`src/rtl/rr_mux_pkg.sv`:
```
// Shared helpers and reset constants for the rr_mux round-robin multiplexer.
package rr_mux_pkg;

  // Value loaded into the round-robin pointer on reset.
  localparam int RST_PTR = 0;

  // Width of a channel index for n channels. Never less than one bit.
  function automatic int idx_width(input int n);
    int w;
    w = $clog2(n);
    return (w < 1) ? 1 : w;
  endfunction

endpackage

```
`src/rtl/rr_arbiter.sv`:
```
// Purely combinational round-robin arbiter. It grants the first requester at
// or after ptr, wrapping from N-1 back to 0.
module rr_arbiter
  import rr_mux_pkg::*;
#(
  parameter int N = 4,
  localparam int SW = idx_width(N)
) (
  input  logic [N-1:0]  req,
  input  logic [SW-1:0] ptr,
  output logic          gnt_valid,
  output logic [SW-1:0] gnt_idx
);

  logic [SW:0]   sum;
  logic [SW-1:0] cand;

  // Scan the channels starting at ptr and keep the first requester found.
  always_comb begin
    gnt_valid = 1'b0;
    gnt_idx   = '0;
    sum       = '0;
    cand      = '0;
    for (int k = 0; k < N; k++) begin
      sum       = {1'b0, ptr} + (SW+1)'(k);
      sum       = (sum >= (SW+1)'(N)) ? (sum - (SW+1)'(N)) : sum;
      cand      = sum[SW-1:0];
      gnt_idx   = (req[cand] && !gnt_valid) ? cand : gnt_idx;
      gnt_valid = gnt_valid | req[cand];
    end
  end

endmodule

```
`src/rtl/rr_mux.sv`:
```
// N-channel, W-bit valid/ready multiplexer with a registered output stage.
// When force_en=1 the mux uses force_sel to choose the channel. Otherwise a
// round-robin arbiter picks among the valid channels.
// Optional feature macro: RR_MUX_LOCK_EN. It adds in_last[N], which keeps
// the grant on one channel until that channel sends the final beat of its
// packet.
module rr_mux
  import rr_mux_pkg::*;
#(
  parameter int N = 4,
  parameter int W = 8,
  localparam int SW = idx_width(N)
) (
  input  logic           clk,
  input  logic           rst,
  input  logic [N*W-1:0] in_data,
  input  logic [N-1:0]   in_valid,
  output logic [N-1:0]   in_ready,
`ifdef RR_MUX_LOCK_EN
  input  logic [N-1:0]   in_last,
`endif
  input  logic           force_en,
  input  logic [SW-1:0]  force_sel,
  output logic [W-1:0]   out_data,
  output logic [SW-1:0]  out_chan,
  output logic           out_valid,
  input  logic           out_ready
);

  logic [SW-1:0] rr_ptr;
  logic [N-1:0]  req;
  logic          gnt_valid;
  logic [SW-1:0] gnt_idx;
  logic          load;
  logic          fsel_ok;
  logic [W-1:0]  sel_data;
  logic [SW-1:0] nxt_ptr;

`ifdef RR_MUX_LOCK_EN
  logic          lock_active;
  logic [SW-1:0] lock_chan;
`endif

  // The output register accepts a new word when it is empty or being drained.
  assign load    = !out_valid || out_ready;
  assign fsel_ok = ({1'b0, force_sel} < (SW+1)'(N));
  assign nxt_ptr = (gnt_idx == SW'(N-1)) ? '0 : (gnt_idx + SW'(1));

  // Build the candidate set for the current mode. In forced mode it is one-hot.
  always_comb begin
    req = '0;
`ifdef RR_MUX_LOCK_EN
    if (lock_active) begin
      req[lock_chan] = in_valid[lock_chan];
    end else
`endif
    if (force_en) begin
      if (fsel_ok) begin
        req[force_sel] = in_valid[force_sel];
      end else begin
        req = '0;
      end
    end else begin
      req = in_valid;
    end
  end

  rr_arbiter #(.N(N)) u_arb (
    .req       (req),
    .ptr       (rr_ptr),
    .gnt_valid (gnt_valid),
    .gnt_idx   (gnt_idx)
  );

  // Route the granted channel's data to the output register input.
  always_comb begin
    sel_data = '0;
    for (int i = 0; i < N; i++) begin
      sel_data = (gnt_idx == SW'(i)) ? in_data[i*W +: W] : sel_data;
    end
  end

  // Accept from the granted channel only. Nothing is accepted during reset.
  always_comb begin
    in_ready = '0;
    if (!rst && load && gnt_valid) begin
      in_ready[gnt_idx] = 1'b1;
    end else begin
      in_ready = '0;
    end
  end

  // Output register and round-robin pointer.
  always_ff @(posedge clk) begin
    if (rst) begin
      out_valid <= 1'b0;
      out_data  <= '0;
      out_chan  <= '0;
      rr_ptr    <= SW'(RST_PTR);
    end else if (load) begin
      if (gnt_valid) begin
        out_valid <= 1'b1;
        out_data  <= sel_data;
        out_chan  <= gnt_idx;
        rr_ptr    <= nxt_ptr;
      end else begin
        out_valid <= 1'b0;
      end
    end else begin
      out_valid <= out_valid;
    end
  end

`ifdef RR_MUX_LOCK_EN
  // Keep the grant on a channel until it transfers a beat marked last.
  always_ff @(posedge clk) begin
    if (rst) begin
      lock_active <= 1'b0;
      lock_chan   <= '0;
    end else if (load && gnt_valid) begin
      lock_active <= !in_last[gnt_idx];
      lock_chan   <= gnt_idx;
    end else begin
      lock_active <= lock_active;
    end
  end
`endif

endmodule

```
`config.mk`:
```
export PLATFORM = sky130hd
export DESIGN_NAME = rr_mux
export DESIGN_NICKNAME = d
export VERILOG_FILES = /design/src/rtl/rr_mux_pkg.sv /design/src/rtl/rr_arbiter.sv /design/src/rtl/rr_mux.sv
export SDC_FILE = /design/constraint.sdc
export NUM_CORES = 1
export LEC_CHECK = 0
export CAP_MARGIN = 40
export CORE_MARGIN = 1
export CORE_UTILIZATION = 60
export CTS_BUF_LIST = sky130_fd_sc_hd__clkbuf_16
export DETAILED_ROUTE_END_ITERATION = 7
export DONT_BUFFER_PORTS = 1
export MAX_ROUTING_LAYER = met4
export PLACE_DENSITY = 0.76
export SYNTH_ARGS = -nofsm -noshare
export SYNTH_HDL_FRONTEND = slang
export SYNTH_HIERARCHICAL = 1
export SYNTH_SLANG_ARGS = --single-unit
export TNS_END_PERCENT = 10
```
`constraint.sdc`:
```
create_clock -name clk -period 3.2 [get_ports clk]
set_input_delay 0.64 -clock clk [delete_from_list [all_inputs] [get_ports clk]]
set_output_delay 0.64 -clock clk [all_outputs]
set_load 0.01 [all_outputs]
```
==> flow_summary_export.csv <==
group,metric,value,unit
route,post_drt_wl_per_cell,17.8,um
logic_synthesis,synth_top_cell_by_area,"dfxtp_1",
logic_synthesis,synth_top_area_share,26.7,%
final_layout,fin_nets,175,
worst_setup_path,worstPathMaxFanout,11,
worst_setup_path,worst-r2r-setup-slack,0.75,ns
global_route,grt_overflow,0,
worst_setup_path,cp_data_arrival_time,2.35,ns
global_route,grt_max_degree,18,
final_layout,drive_above_1_share,9.38,%
pwr,power_switching,198,uW
worst_setup_path,path_class,"in2out",
logic_synthesis,yosysSeqAreaShare,26.7,%
pwr,ir_drop,0.399,mV
timing,max_slew.worst_pin.slew,0.545,ns
route,dr.pass1.iters,4,
worst_setup_path,cp_slowest_stage_delay,0.41,ns
pwr,power.share.combinational,30.0,%
final_layout,antenna_cells,0,
route,drt-initial-drc-count,30,
clock_tree,clockRootBuffer,"clkbuf_16",
pwr,pwr-share-seq,33.7,%
worst_setup_path,cp_slowest_cell,"ha_1",
timing,fmax,335,MHz
pwr,power.density,593,nW/um2
floorplan,die_w,42.3,um
clock_tree,insertion_delay,0.24,ns
timing,finalCritPeriodShare,93.3,%
timing,hold_viol_final,0,
floorplan,num_rows,14,
timing,slew_headroom,63.5,%
route,drt_wl_total,2.57,mm
worst_setup_path,crit_buf_inv,0,
logic_synthesis,avgSynthCellArea,7.68,um2
worst_setup_path,path_cells,"nand2b_1 > a21boi_0 > o21ai_0 > o2bb2a_1 > ha_1 > nor3b_2",
logic_synthesis,ys_types,24,
global_route,grt_pass1_vias,945,
floorplan,core,1510,um2
timing,finalCriticalPeriod,2.99,ns
logic_synthesis,yosys_warnings,6,
timing,rsz0062_at_grt,"no",
floorplan,dieArea,1790,um2
clock_tree,cts-buffers-inserted,3,
logic_synthesis,ys_seq_elements,13,
clock_tree,clk_pin_slew,0.05,ns
route,route.detailed.drc,0,
floorplan,floorplan.die.height,42.3,um
route,num_vias,975,
worst_setup_path,start_kind,"primary input",
global_route,grt_pass1_wl,3.94,mm
status,status,"completed",
logic_synthesis,synth.cell_area,976,um2
global_route,antenna_found_initial,0,
worst_setup_path,crit_family,"compound AO/OA/AOI/OAI gates",
final_layout,utilization,71.4,%
pwr,p_sw_share,31.1,%
floorplan,boundaryPins,57,
floorplan,start_util,64.8,%
clock_tree,cts_tree,"yes",
worst_setup_path,worstPathRequired,2.56,ns
worst_setup_path,cp-end-kind,"output pin",
clock_tree,h-tree-depth,1,
pwr,p_leak,0.000429,uW
placement,place_congestion,0.829,
pwr,power.internal,439,uW
timing,finalSetupViolCount,0,
logic_synthesis,syn-num-nets,173,
flow_run,cap_viol_max_count,0,
route,ant_nets,0,
hold_path,worst_hold_path_type,"in2reg",
timing,tns,0,ns
placement,dp_hpwl,1.95,mm
final_layout,area_delta_synth_final,10.3,%
logic_synthesis,synthCells,127,
global_route,grt_util_all_layers,29.5,%
clock_tree,clk_path_buf_depth,2,
timing,drv_slew,0,
clock_tree,cts_hold_buf,0,
placement,io_buffers,0,
timing,fin_skew,0.00460,ns
logic_synthesis,synthTopCellsByArea,"dfxtp_1, a21oi_1, a221o_1, a311oi_1, nand3b_1",
route,via_per_inst,6.77,
pwr,clkPwrFrac,36.3,%
clock_tree,cts.sinks,13,
-- repair_timing --
item                                    4_1_cts  5_1_grt
setup buffers                                 0        0
endpoints found under the setup margin        0        1
gates resized for setup                       0        2
-- final timing paths --
| check | from | endpoint | cells past startpoint |
|---|---|---|---|
| worst min-delay path | rst | out_valid$_SDFFE_PP0N_ | 1 |
| worst min register to register | rr_ptr[0]$_SDFFE_PP0P_ | rr_ptr[0]$_SDFFE_PP0P_ | 2 |
| worst max-delay path | force_sel[0] | in_ready[2] | 6 |
| worst max register to register | rr_ptr[1]$_SDFFE_PP0P_ | out_data[6]$_SDFFE_PP0P_ | 8 |
-- power by group through the flow --
| stage | sequential [uW] | combinational, uW | clock, uW |
|---|---|---|---|
| after floorplan | 212 | 156 | 0 |
| after global placement | 217 | 180 | 0 |
| after detailed placement | 218 | 186 | 0 |
| after CTS | 215 | 187 | 231 |
| after global routing | 218 | 209 | 241 |
| final | 215 | 191 | 232 |
-- synthesized netlist by cell type --
cell type / n
buf_1: 1
buf_4: 2
nand2b_1: 4
nor3b_1: 4
nand3b_1: 8
a21oi_1: 24
buf_6: 2
o21ai_0: 6
dfxtp_1: 13
clkbuf_1: 3
or4_1: 2
nand3_1: 3
inv_1: 13
a221o_1: 8
nand2_1: 10
nor2b_1: 1
a311oi_1: 9
a21boi_0: 3
and2_1: 1
buf_2: 2
nor2_1: 2
o2bb2a_1: 1
ha_1: 4
mux2i_1: 1
-- layout by cell type, fill, tap and decap left out --
cell,Yosys,layout
clkbuf_16,0,3
nand2_1,10,10
a221o_1,8,8
or4_1,2,2
o21ai_0,6,6
o2bb2a_1,1,1
a21boi_0,3,3
buf_4,2,7
a21oi_1,24,24
nand3b_1,8,8
and2_1,1,1
nand3_1,3,3
nor3b_1,4,3
nand2b_1,4,4
mux2i_1,1,1
dfxtp_1,13,13
nor2b_1,1,1
inv_1,13,14
ha_1,4,4
nor3b_2,0,1
a311oi_2,0,1
nor2_1,2,2
a311oi_1,9,8
-- state kept, by name, indices dropped and copies added, names as in the netlist --
name / count
out_chan: 2
out_valid: 1
rr_ptr: 2
out_data: 8
-- kinds of logic (layout without fill, tap and decap cells) --
| logic type | Yosys count | after routing | share of synthesized area, % |
|---|---|---|---|
| buffers and inverters | 23 | 24 | 11.4 |
| adders and majority gates | 4 | 4 | 5.13 |
| AOI/OAI and AO/OA | 51 | 51 | 35.0 |
| muxes | 1 | 1 | 1.03 |
| DFF | 13 | 13 | 26.7 |
| and+or+nand+nor | 35 | 35 | 20.8 |
-- final cells by class --
class,instances,area (um2)
Multi-Input combinational cell,91,616
Timing Repair Buffer,7,52.6
Tap cell,16,20.0
Inverter,13,48.8
Fill cell,134,430
Sequential cell,13,260
Clock buffer,3,75.1
Clock inverter,1,3.75
-- metrics by stage --
stage	hold slack [ns]	cell area, um2	power, uW	setup slack, ns	instances
global placement	0.474	986	397	0.248	140
CTS	0.464	1060	633	0.118	144
floorplan	0.463	976	368	0.0264	127
detailed placement	0.501	986	404	0.101	140
global route	0.458	1080	668	0.00870	144
finish	0.464	1080	638	0.213	144
-- per-layer routing --
| layer | global-route usage, % | vias to the layer above | wire length, um |
|---|---|---|---|
| met1 | 31.6 | 464 | 988 |
| met2 | 55.1 | 38 | 1430 |
| met5 | - | - | 0 |
| met3 | 7.76 | 2 | 132 |
| met4 | 4.38 | 0 | 17 |
| li1 | - | 471 | - |
No activity file was read; power rests on OpenSTA's default activity.
